`src/rtl/tcp_rx_msg_poller.sv`:
```
// ---------------------------------------------------------------------------
// tcp_rx_msg_poller
//
// Purpose:
//   Queues application message requests ("give me LEN bytes of flow F") and
//   polls the per-flow RX pointer store until enough committed payload is
//   available. A satisfied request is emitted as a metadata beat that
//   describes the head buffer. An unsatisfied request goes back to the tail
//   of the queue, so other flows can make progress while it waits.
//
// Optional feature:
//   TCP_RX_POLLER_REQUEUE_CNT_EN - adds poller_requeue_cnt[15:0], a
//   saturating count of requeue events.
//
// Ports:
//   clk, rst_n                          clock, asynchronous active-low reset
//   noc_if_poller_msg_req_*             incoming request (val/rdy + fields)
//   poller_rx_ptrs_rd_req_*             pointer-store read request
//   rx_ptrs_poller_rd_req_rdy           pointer-store read accept
//   rx_ptrs_poller_rd_resp_*            pointer-store read response
//   poller_rx_ptrs_rd_resp_rdy          response accept
//   poller_msg_noc_if_*                 satisfied-request metadata out
//   noc_if_poller_msg_meta_rdy          downstream accept
//   poller_requeue_cnt                  requeue counter (optional)
//
// head_buf layout: {idx[TCP_BUF_IDX_W], addr[POLL_PTR_W], size[RX_PAYLOAD_PTR_W]}
// ---------------------------------------------------------------------------
module tcp_rx_msg_poller #(
    parameter int FLOWID_W         = 8,
    parameter int RX_PAYLOAD_PTR_W = 16,
    parameter int MSG_SRC_X_WIDTH  = 4,
    parameter int MSG_SRC_Y_WIDTH  = 4,
    parameter int XY_WIDTH         = 8,
    parameter int NOC_FBITS_WIDTH  = 4,
    parameter int TCP_BUF_IDX_W    = 8,
    parameter int REQ_Q_DEPTH      = 8,
    parameter int POLL_PTR_W       = RX_PAYLOAD_PTR_W
) (
    input  logic                        clk,
    input  logic                        rst_n,

    input  logic                        noc_if_poller_msg_req_val,
    input  logic [FLOWID_W-1:0]         noc_if_poller_msg_req_flowid,
    input  logic [RX_PAYLOAD_PTR_W-1:0] noc_if_poller_msg_req_len,
    input  logic [MSG_SRC_X_WIDTH-1:0]  noc_if_poller_msg_dst_x,
    input  logic [MSG_SRC_Y_WIDTH-1:0]  noc_if_poller_msg_dst_y,
    input  logic [NOC_FBITS_WIDTH-1:0]  noc_if_poller_msg_dst_fbits,
    output logic                        poller_noc_if_msg_req_rdy,

    output logic                        poller_rx_ptrs_rd_req_val,
    output logic [FLOWID_W-1:0]         poller_rx_ptrs_rd_req_addr,
    input  logic                        rx_ptrs_poller_rd_req_rdy,

    input  logic                        rx_ptrs_poller_rd_resp_val,
    input  logic [POLL_PTR_W-1:0]       rx_ptrs_poller_rd_resp_head_ptr,
    input  logic [POLL_PTR_W-1:0]       rx_ptrs_poller_rd_resp_commit_ptr,
    input  logic [TCP_BUF_IDX_W-1:0]    rx_ptrs_poller_rd_resp_head_idx,
    output logic                        poller_rx_ptrs_rd_resp_rdy,

    output logic                        poller_msg_noc_if_meta_val,
    output logic [FLOWID_W-1:0]         poller_msg_noc_if_flowid,
    output logic [TCP_BUF_IDX_W+POLL_PTR_W+RX_PAYLOAD_PTR_W-1:0] poller_msg_noc_if_head_buf,
    output logic [XY_WIDTH-1:0]         poller_msg_noc_if_dst_x,
    output logic [XY_WIDTH-1:0]         poller_msg_noc_if_dst_y,
    output logic [NOC_FBITS_WIDTH-1:0]  poller_msg_noc_if_dst_fbits,
    input  logic                        noc_if_poller_msg_meta_rdy
`ifdef TCP_RX_POLLER_REQUEUE_CNT_EN
    ,
    output logic [15:0]                 poller_requeue_cnt
`endif
);

    localparam int AW    = $clog2(REQ_Q_DEPTH);
    localparam int CMP_W = (POLL_PTR_W > RX_PAYLOAD_PTR_W) ? POLL_PTR_W : RX_PAYLOAD_PTR_W;

    typedef struct packed {
        logic [FLOWID_W-1:0]         flowid;
        logic [RX_PAYLOAD_PTR_W-1:0] len;
        logic [MSG_SRC_X_WIDTH-1:0]  dst_x;
        logic [MSG_SRC_Y_WIDTH-1:0]  dst_y;
        logic [NOC_FBITS_WIDTH-1:0]  fbits;
    } req_t;

    typedef enum logic [2:0] {
        IDLE,
        RD_REQ,
        RD_RESP,
        CHECK,
        OUT
    } state_t;

    state_t                    state_q, state_d;
    req_t                      work_q, work_d;
    logic [POLL_PTR_W-1:0]     head_ptr_q, head_ptr_d;
    logic [POLL_PTR_W-1:0]     commit_ptr_q, commit_ptr_d;
    logic [TCP_BUF_IDX_W-1:0]  head_idx_q, head_idx_d;

    logic [AW-1:0]             wr_ptr_q, wr_ptr_d;
    logic [AW-1:0]             rd_ptr_q, rd_ptr_d;
    logic [AW:0]               count_q, count_d;
    // Holds req_rdy low through reset and the first cycle after it.
    logic                      rdy_en_q;

    req_t                      mem_q [REQ_Q_DEPTH];

    logic                      busy;
    logic [AW:0]               occupancy;
    logic                      full;
    logic                      requeue;
    logic                      pop;
    logic                      push;
    logic                      wr_en;
    req_t                      wr_data;
    req_t                      req_in;
    logic [POLL_PTR_W-1:0]     avail;
    logic                      satisfied;

    // The request in the working register still owns its FIFO slot until it
    // leaves through OUT; counting it here is what guarantees that a requeue
    // always finds a free slot.
    assign busy      = (state_q != IDLE);
    assign occupancy = count_q + (AW+1)'(busy);
    assign full      = (occupancy >= (AW+1)'(REQ_Q_DEPTH));

    assign avail     = commit_ptr_q - head_ptr_q;
    assign satisfied = (CMP_W'(avail) >= CMP_W'(work_q.len));
    assign requeue   = (state_q == CHECK) && !satisfied;

    assign poller_noc_if_msg_req_rdy = rdy_en_q && !full && !requeue;
    assign push    = noc_if_poller_msg_req_val && poller_noc_if_msg_req_rdy;
    assign pop     = (state_q == IDLE) && (count_q != '0);
    assign wr_en   = push || requeue;

    assign req_in.flowid = noc_if_poller_msg_req_flowid;
    assign req_in.len    = noc_if_poller_msg_req_len;
    assign req_in.dst_x  = noc_if_poller_msg_dst_x;
    assign req_in.dst_y  = noc_if_poller_msg_dst_y;
    assign req_in.fbits  = noc_if_poller_msg_dst_fbits;
    assign wr_data       = requeue ? work_q : req_in;

    always_comb begin
        wr_ptr_d = wr_ptr_q;
        rd_ptr_d = rd_ptr_q;
        count_d  = count_q;
        if (wr_en) begin
            wr_ptr_d = wr_ptr_q + AW'(1);
        end
        if (pop) begin
            rd_ptr_d = rd_ptr_q + AW'(1);
        end
        if (wr_en && !pop) begin
            count_d = count_q + (AW+1)'(1);
        end else if (!wr_en && pop) begin
            count_d = count_q - (AW+1)'(1);
        end
    end

    always_comb begin
        state_d      = state_q;
        work_d       = work_q;
        head_ptr_d   = head_ptr_q;
        commit_ptr_d = commit_ptr_q;
        head_idx_d   = head_idx_q;
        poller_rx_ptrs_rd_req_val  = 1'b0;
        poller_rx_ptrs_rd_resp_rdy = 1'b0;
        poller_msg_noc_if_meta_val = 1'b0;
        case (state_q)
            IDLE: begin
                if (pop) begin
                    work_d  = mem_q[rd_ptr_q];
                    state_d = RD_REQ;
                end
            end
            RD_REQ: begin
                poller_rx_ptrs_rd_req_val = 1'b1;
                if (rx_ptrs_poller_rd_req_rdy) begin
                    state_d = RD_RESP;
                end
            end
            RD_RESP: begin
                poller_rx_ptrs_rd_resp_rdy = 1'b1;
                if (rx_ptrs_poller_rd_resp_val) begin
                    head_ptr_d   = rx_ptrs_poller_rd_resp_head_ptr;
                    commit_ptr_d = rx_ptrs_poller_rd_resp_commit_ptr;
                    head_idx_d   = rx_ptrs_poller_rd_resp_head_idx;
                    state_d      = CHECK;
                end
            end
            CHECK: begin
                state_d = satisfied ? OUT : IDLE;
            end
            OUT: begin
                poller_msg_noc_if_meta_val = 1'b1;
                if (noc_if_poller_msg_meta_rdy) begin
                    state_d = IDLE;
                end
            end
            default: begin
                state_d = IDLE;
            end
        endcase
    end

    always_ff @(posedge clk or negedge rst_n) begin
        if (!rst_n) begin
            state_q      <= IDLE;
            work_q       <= '0;
            head_ptr_q   <= '0;
            commit_ptr_q <= '0;
            head_idx_q   <= '0;
            wr_ptr_q     <= '0;
            rd_ptr_q     <= '0;
            count_q      <= '0;
            rdy_en_q     <= 1'b0;
        end else begin
            state_q      <= state_d;
            work_q       <= work_d;
            head_ptr_q   <= head_ptr_d;
            commit_ptr_q <= commit_ptr_d;
            head_idx_q   <= head_idx_d;
            wr_ptr_q     <= wr_ptr_d;
            rd_ptr_q     <= rd_ptr_d;
            count_q      <= count_d;
            rdy_en_q     <= 1'b1;
        end
    end

    // Queue storage carries no reset; validity is tracked by count_q.
    always_ff @(posedge clk) begin
        if (wr_en) begin
            mem_q[wr_ptr_q] <= wr_data;
        end
    end

    assign poller_rx_ptrs_rd_req_addr  = work_q.flowid;
    assign poller_msg_noc_if_flowid    = work_q.flowid;
    assign poller_msg_noc_if_head_buf  = {head_idx_q, head_ptr_q, work_q.len};
    assign poller_msg_noc_if_dst_x     = XY_WIDTH'(work_q.dst_x);
    assign poller_msg_noc_if_dst_y     = XY_WIDTH'(work_q.dst_y);
    assign poller_msg_noc_if_dst_fbits = work_q.fbits;

`ifdef TCP_RX_POLLER_REQUEUE_CNT_EN
    logic [15:0] requeue_cnt_q, requeue_cnt_d;

    always_comb begin
        requeue_cnt_d = requeue_cnt_q;
        if (requeue && (requeue_cnt_q != 16'hFFFF)) begin
            requeue_cnt_d = requeue_cnt_q + 16'd1;
        end
    end

    always_ff @(posedge clk or negedge rst_n) begin
        if (!rst_n) begin
            requeue_cnt_q <= '0;
        end else begin
            requeue_cnt_q <= requeue_cnt_d;
        end
    end

    assign poller_requeue_cnt = requeue_cnt_q;
`endif

endmodule

```
`config.mk`:
```
export PLATFORM = sky130hd
export DESIGN_NAME = tcp_rx_msg_poller
export DESIGN_NICKNAME = d
export VERILOG_FILES = /design/src/rtl/tcp_rx_msg_poller.sv
export SDC_FILE = /design/constraint.sdc
export NUM_CORES = 1
export LEC_CHECK = 0
export BUFFER_PORTS_ARGS = -buffer_cell sky130_fd_sc_hd__buf_2
export CAP_MARGIN = 5
export CORE_MARGIN = 5
export CORE_UTILIZATION = 59
export CTS_CLUSTER_DIAMETER = 150
export DETAILED_ROUTE_END_ITERATION = 7
export PLACE_DENSITY = 0.77
export SYNTH_ARGS = -nofsm -noshare
export SYNTH_HDL_FRONTEND = slang
export SYNTH_SLANG_ARGS = --single-unit
```
`constraint.sdc`:
```
create_clock -name clk -period 21.9 [get_ports clk]
set_input_delay 2.19 -clock clk [delete_from_list [all_inputs] [get_ports clk]]
set_output_delay 2.19 -clock clk [all_outputs]
set_load 0.01 [all_outputs]
```
==> run summary <==
worst hold path depth: 1
number of max-capacitance violations reported: 0
post-synthesis sequential element count: 378
Avg Inst Size Synth: 17.1 µm²
horizontal die dimension: 175 µm
arrival time worst endpoint: 4470 ps
switching power of the nets: 0.000999 W
fmax: 150 MHz
most used cells in the layout excluding fill and tap cells: sky130_fd_sc_hd__edfxtp_1 (288), sky130_fd_sc_hd__buf_2 (152), sky130_fd_sc_hd__dfrtp_1 (87)
number of nets in the final layout: 1219
Final Hold Slack: 499 ps
Synth Warn #: 0
min-delay worst type: reg2reg
Setup TNS: 0 ps
Filler Cells Inserted: 1753
Leak Pwr: 7.05 nW
placed standard-cell area: 0.0171 mm²
first-pass GRT wire length: 50.5 mm
clock edge transition at the registers on the reported setup and hold paths: 60 ps
number of clock sinks: 378
Detail Placement HPWL: 17.8 mm
quantity of gates resized following cts: 0
unrepaired setup endpoints after global routing: false
GRT Total Usage: 0.211
overall die area: 0.0307 mm²
clk buf depth: 3
number of I/O port buffers: 153
crit path launch type: flip-flop
row count: 60
startpoint-to-endpoint class of the critical path: reg2out
number of clock buffers inserted by TritonCTS: 38
clock share of power: 0.243
Period minus WS final: 6660 ps
pin count of the biggest net entering global routing: 76
switching part of the total power: 0.342
count of endpoints failing setup in the final report: 0
Wirelength per Cell: 21.8 µm
synth-to-layout area growth: 14.9%
count of pins over their slew limit: 0
status: finished, final reports clean
H-tree levels: 2
count of TritonRoute iterations in the first routing pass: 4
register-to-register setup slack: 16680 ps
Worst-Skew Late Latency: 530 ps
synth unique cells: 58
aggregate global routing overflow: 0
fraction of the cycle the final worst path needs: 0.304
dominant register cell in the synthesized netlist: sky130_fd_sc_hd__edfxtp_1
Multi-input gate area: 0.00477 mm²
via count normalized by instance count: 5.87
maximum fanout encountered on the critical timing path: 39
power density over the cells: 158 mW/mm²
Via Count: 8624
Int Power: 0.00193 W
CP Capture Type: output port
source of the worst register-to-register timing path: head_ptr_q[0]$_DFFE_PN0P_
hold violation total from the final report: 0
worst clock skew: 14.6 ps
die boundary height: 175 µm
path depth of the worst reg2reg path: 23
antenna violations before repair: 1
slew at the pin closest to its max-slew limit: 1110 ps
via count of the first global-routing pass: 8909
Syn Std Cell Area: 0.0161 mm²
Design Power: 0.00292 W
register cell area after layout: 0.0109 mm²
final instance area: 0.0185 mm²
hold wc startpoint: head_idx_q[3]$_DFFE_PN0P_
Slew headroom: 0.262
Cells after Synth: 943
Data required, critical path: 19710 ps
combinational power share: 0.378
async set or reset register ratio after synthesis: 0.238
routability congestion estimate: 0.877
leading cell type in the layout, fill and taps excluded: sky130_fd_sc_hd__edfxtp_1
total I/O pin count: 162
worst reg2reg endpoint: count_q[3]$_DFFE_PN0P_
sequential fraction of design power: 0.379
number of flops mapped to enable cells by yosys: 288
standard cell core area: 0.0270 mm²
CTS tree: done
drt first-iter violations: 649
fraction of the yosys area taken by sequential cells: 0.676
buffer type at the clock tree root: sky130_fd_sc_hd__clkbuf_16
sum of routed wire length over all layers: 32.0 mm
Initial Util: 0.598
worst vdd ir: 0.101 mV
number of setup buffers added after CTS: 0
Antenna diodes: 0
post-cts hold buffer count: 0
DRT antenna net count: 0
share of cells above drive strength 1: 0.337
final routed DRC violation total: 0
end of the worst hold path: head_idx_q[3]$_DFFE_PN0P_
[worst max-delay path, stage by stage, from the launching register on]
cell                      delay, ps
sky130_fd_sc_hd__dfrtp_1        390
sky130_fd_sc_hd__ha_1           240
sky130_fd_sc_hd__fa_1           400
sky130_fd_sc_hd__o21ai_0        250
sky130_fd_sc_hd__a221o_1        300
sky130_fd_sc_hd__a32oi_1        120
sky130_fd_sc_hd__a21oi_1        180
sky130_fd_sc_hd__xor2_1         170
sky130_fd_sc_hd__ha_1           260
sky130_fd_sc_hd__nand4_1        150
sky130_fd_sc_hd__inv_1           80
sky130_fd_sc_hd__a211o_1        290
sky130_fd_sc_hd__a21oi_4        110
sky130_fd_sc_hd__buf_4          620
sky130_fd_sc_hd__and3b_1        250
sky130_fd_sc_hd__buf_2          130
[cell usage after synthesis, types with 3 or more instances]
cell type	instances	share of area
sky130_fd_sc_hd__buf_4	18	0.0084
sky130_fd_sc_hd__mux2_2	43	0.030
sky130_fd_sc_hd__inv_1	41	0.0095
sky130_fd_sc_hd__o21ai_0	64	0.020
sky130_fd_sc_hd__mux2_4	20	0.019
sky130_fd_sc_hd__xor2_1	8	0.0043
sky130_fd_sc_hd__a21o_1	6	0.0028
sky130_fd_sc_hd__nand4_1	3	0.0012
sky130_fd_sc_hd__a21oi_1	19	0.0059
sky130_fd_sc_hd__dfrtp_1	90	0.14
sky130_fd_sc_hd__mux2i_1	39	0.024
sky130_fd_sc_hd__buf_2	18	0.0056
sky130_fd_sc_hd__and3_1	4	0.0016
sky130_fd_sc_hd__nor2_1	10	0.0023
sky130_fd_sc_hd__nor4b_1	3	0.0016
sky130_fd_sc_hd__nor3b_1	4	0.0019
sky130_fd_sc_hd__nand2_1	68	0.016
sky130_fd_sc_hd__nor3_1	5	0.0016
sky130_fd_sc_hd__xnor2_1	11	0.0060
sky130_fd_sc_hd__ha_1	37	0.029
sky130_fd_sc_hd__mux4_2	72	0.10
sky130_fd_sc_hd__buf_1	4	0.00093
sky130_fd_sc_hd__nand3_1	7	0.0022
sky130_fd_sc_hd__edfxtp_1	288	0.54
sky130_fd_sc_hd__a31oi_1	3	0.0012
sky130_fd_sc_hd__o211ai_1	3	0.0014
sky130_fd_sc_hd__clkbuf_1	12	0.0028
[cells by family after synthesis]
logic type,after synthesis,share of synthesized area
buffers and inverters,100,0.0320
adder cells (fa/ha/maj),39,0.0312
AO/OA/AOI/OAI,110,0.0402
flip-flops,378,0.676
XOR/XNOR,19,0.0103
multiplexers,174,0.174
AND/OR/NAND/NOR,121,0.0359
other,2,0.000466
[sequential cells by signal (all words and copies together), names as in the netlist]
signal and count:
poller_msg_noc_if_head_buf 16, mem_q 288, rdy_en_q 1, rd_ptr_q 3, head_idx_q 8, poller_msg_noc_if_dst_fbits 4, wr_ptr_q 3, poller_msg_noc_if_flowid 8
poller_msg_noc_if_dst_x 4, head_ptr_q 16, poller_msg_noc_if_dst_y 4, state_q 3, commit_ptr_q 16, count_q 4
[power by group through the flow]
stage / combinational, W / clock [W] / sequential, W
4_1_cts: 0.00111 / 0.000723 / 0.00111
3_3_place_gp: 0.00108 / 0 / 0.00112
2_1_floorplan: 0.000858 / 0 / 0.00108
5_1_grt: 0.00123 / 0.000755 / 0.00113
3_5_place_dp: 0.00111 / 0 / 0.00112
6_report: 0.00111 / 0.000711 / 0.00111
[per-stage QoR]
stage	utilization	setup slack [ps]	std cells
3_5_place_dp	0.636	15770	1399
4_1_cts	0.687	15210	1468
5_1_grt	0.687	14890	1468
3_3_place_gp	0.636	15830	1399
6_report	0.687	15240	1468
2_1_floorplan	-	14740	950
[layout make-up]
| class | instances | share of cell area |
|---|---|---|
| Timing Repair Buffer | 166 | 0.0467 |
| Inverter | 42 | 0.00851 |
| Tap cell | 341 | 0.0230 |
| Clock buffer | 48 | 0.0555 |
| Multi-Input combinational cell | 472 | 0.258 |
| Sequential cell | 378 | 0.589 |
| Clock inverter | 21 | 0.0197 |
[worst max-delay path by stage]
stage / from / cells past startpoint / slack (ps) / end
floorplan: head_ptr_q[8]$_DFFE_PN0P_ / 16 / 14740 / mem_q[1][0]$_DFFE_PP_
global placement: head_ptr_q[0]$_DFFE_PN0P_ / 15 / 15830 / poller_noc_if_msg_req_rdy
detailed placement: head_ptr_q[0]$_DFFE_PN0P_ / 15 / 15770 / poller_noc_if_msg_req_rdy
CTS: head_ptr_q[0]$_DFFE_PN0P_ / 15 / 15210 / poller_noc_if_msg_req_rdy
global route: head_ptr_q[1]$_DFFE_PN0P_ / 16 / 14890 / poller_noc_if_msg_req_rdy
finish: head_ptr_q[0]$_DFFE_PN0P_ / 15 / 15240 / poller_noc_if_msg_req_rdy
[layer usage]
metal,vias up,track usage,wire [µm],part of all wire
li1,3913,-,-,-
met1,4376,0.303,13800,0.43
met2,283,0.350,15700,0.49
met3,50,0.0329,1970,0.062
met4,2,0.0439,503,0.016
met5,-,0,13,0.00041
Power figures use the tool's default switching activity.
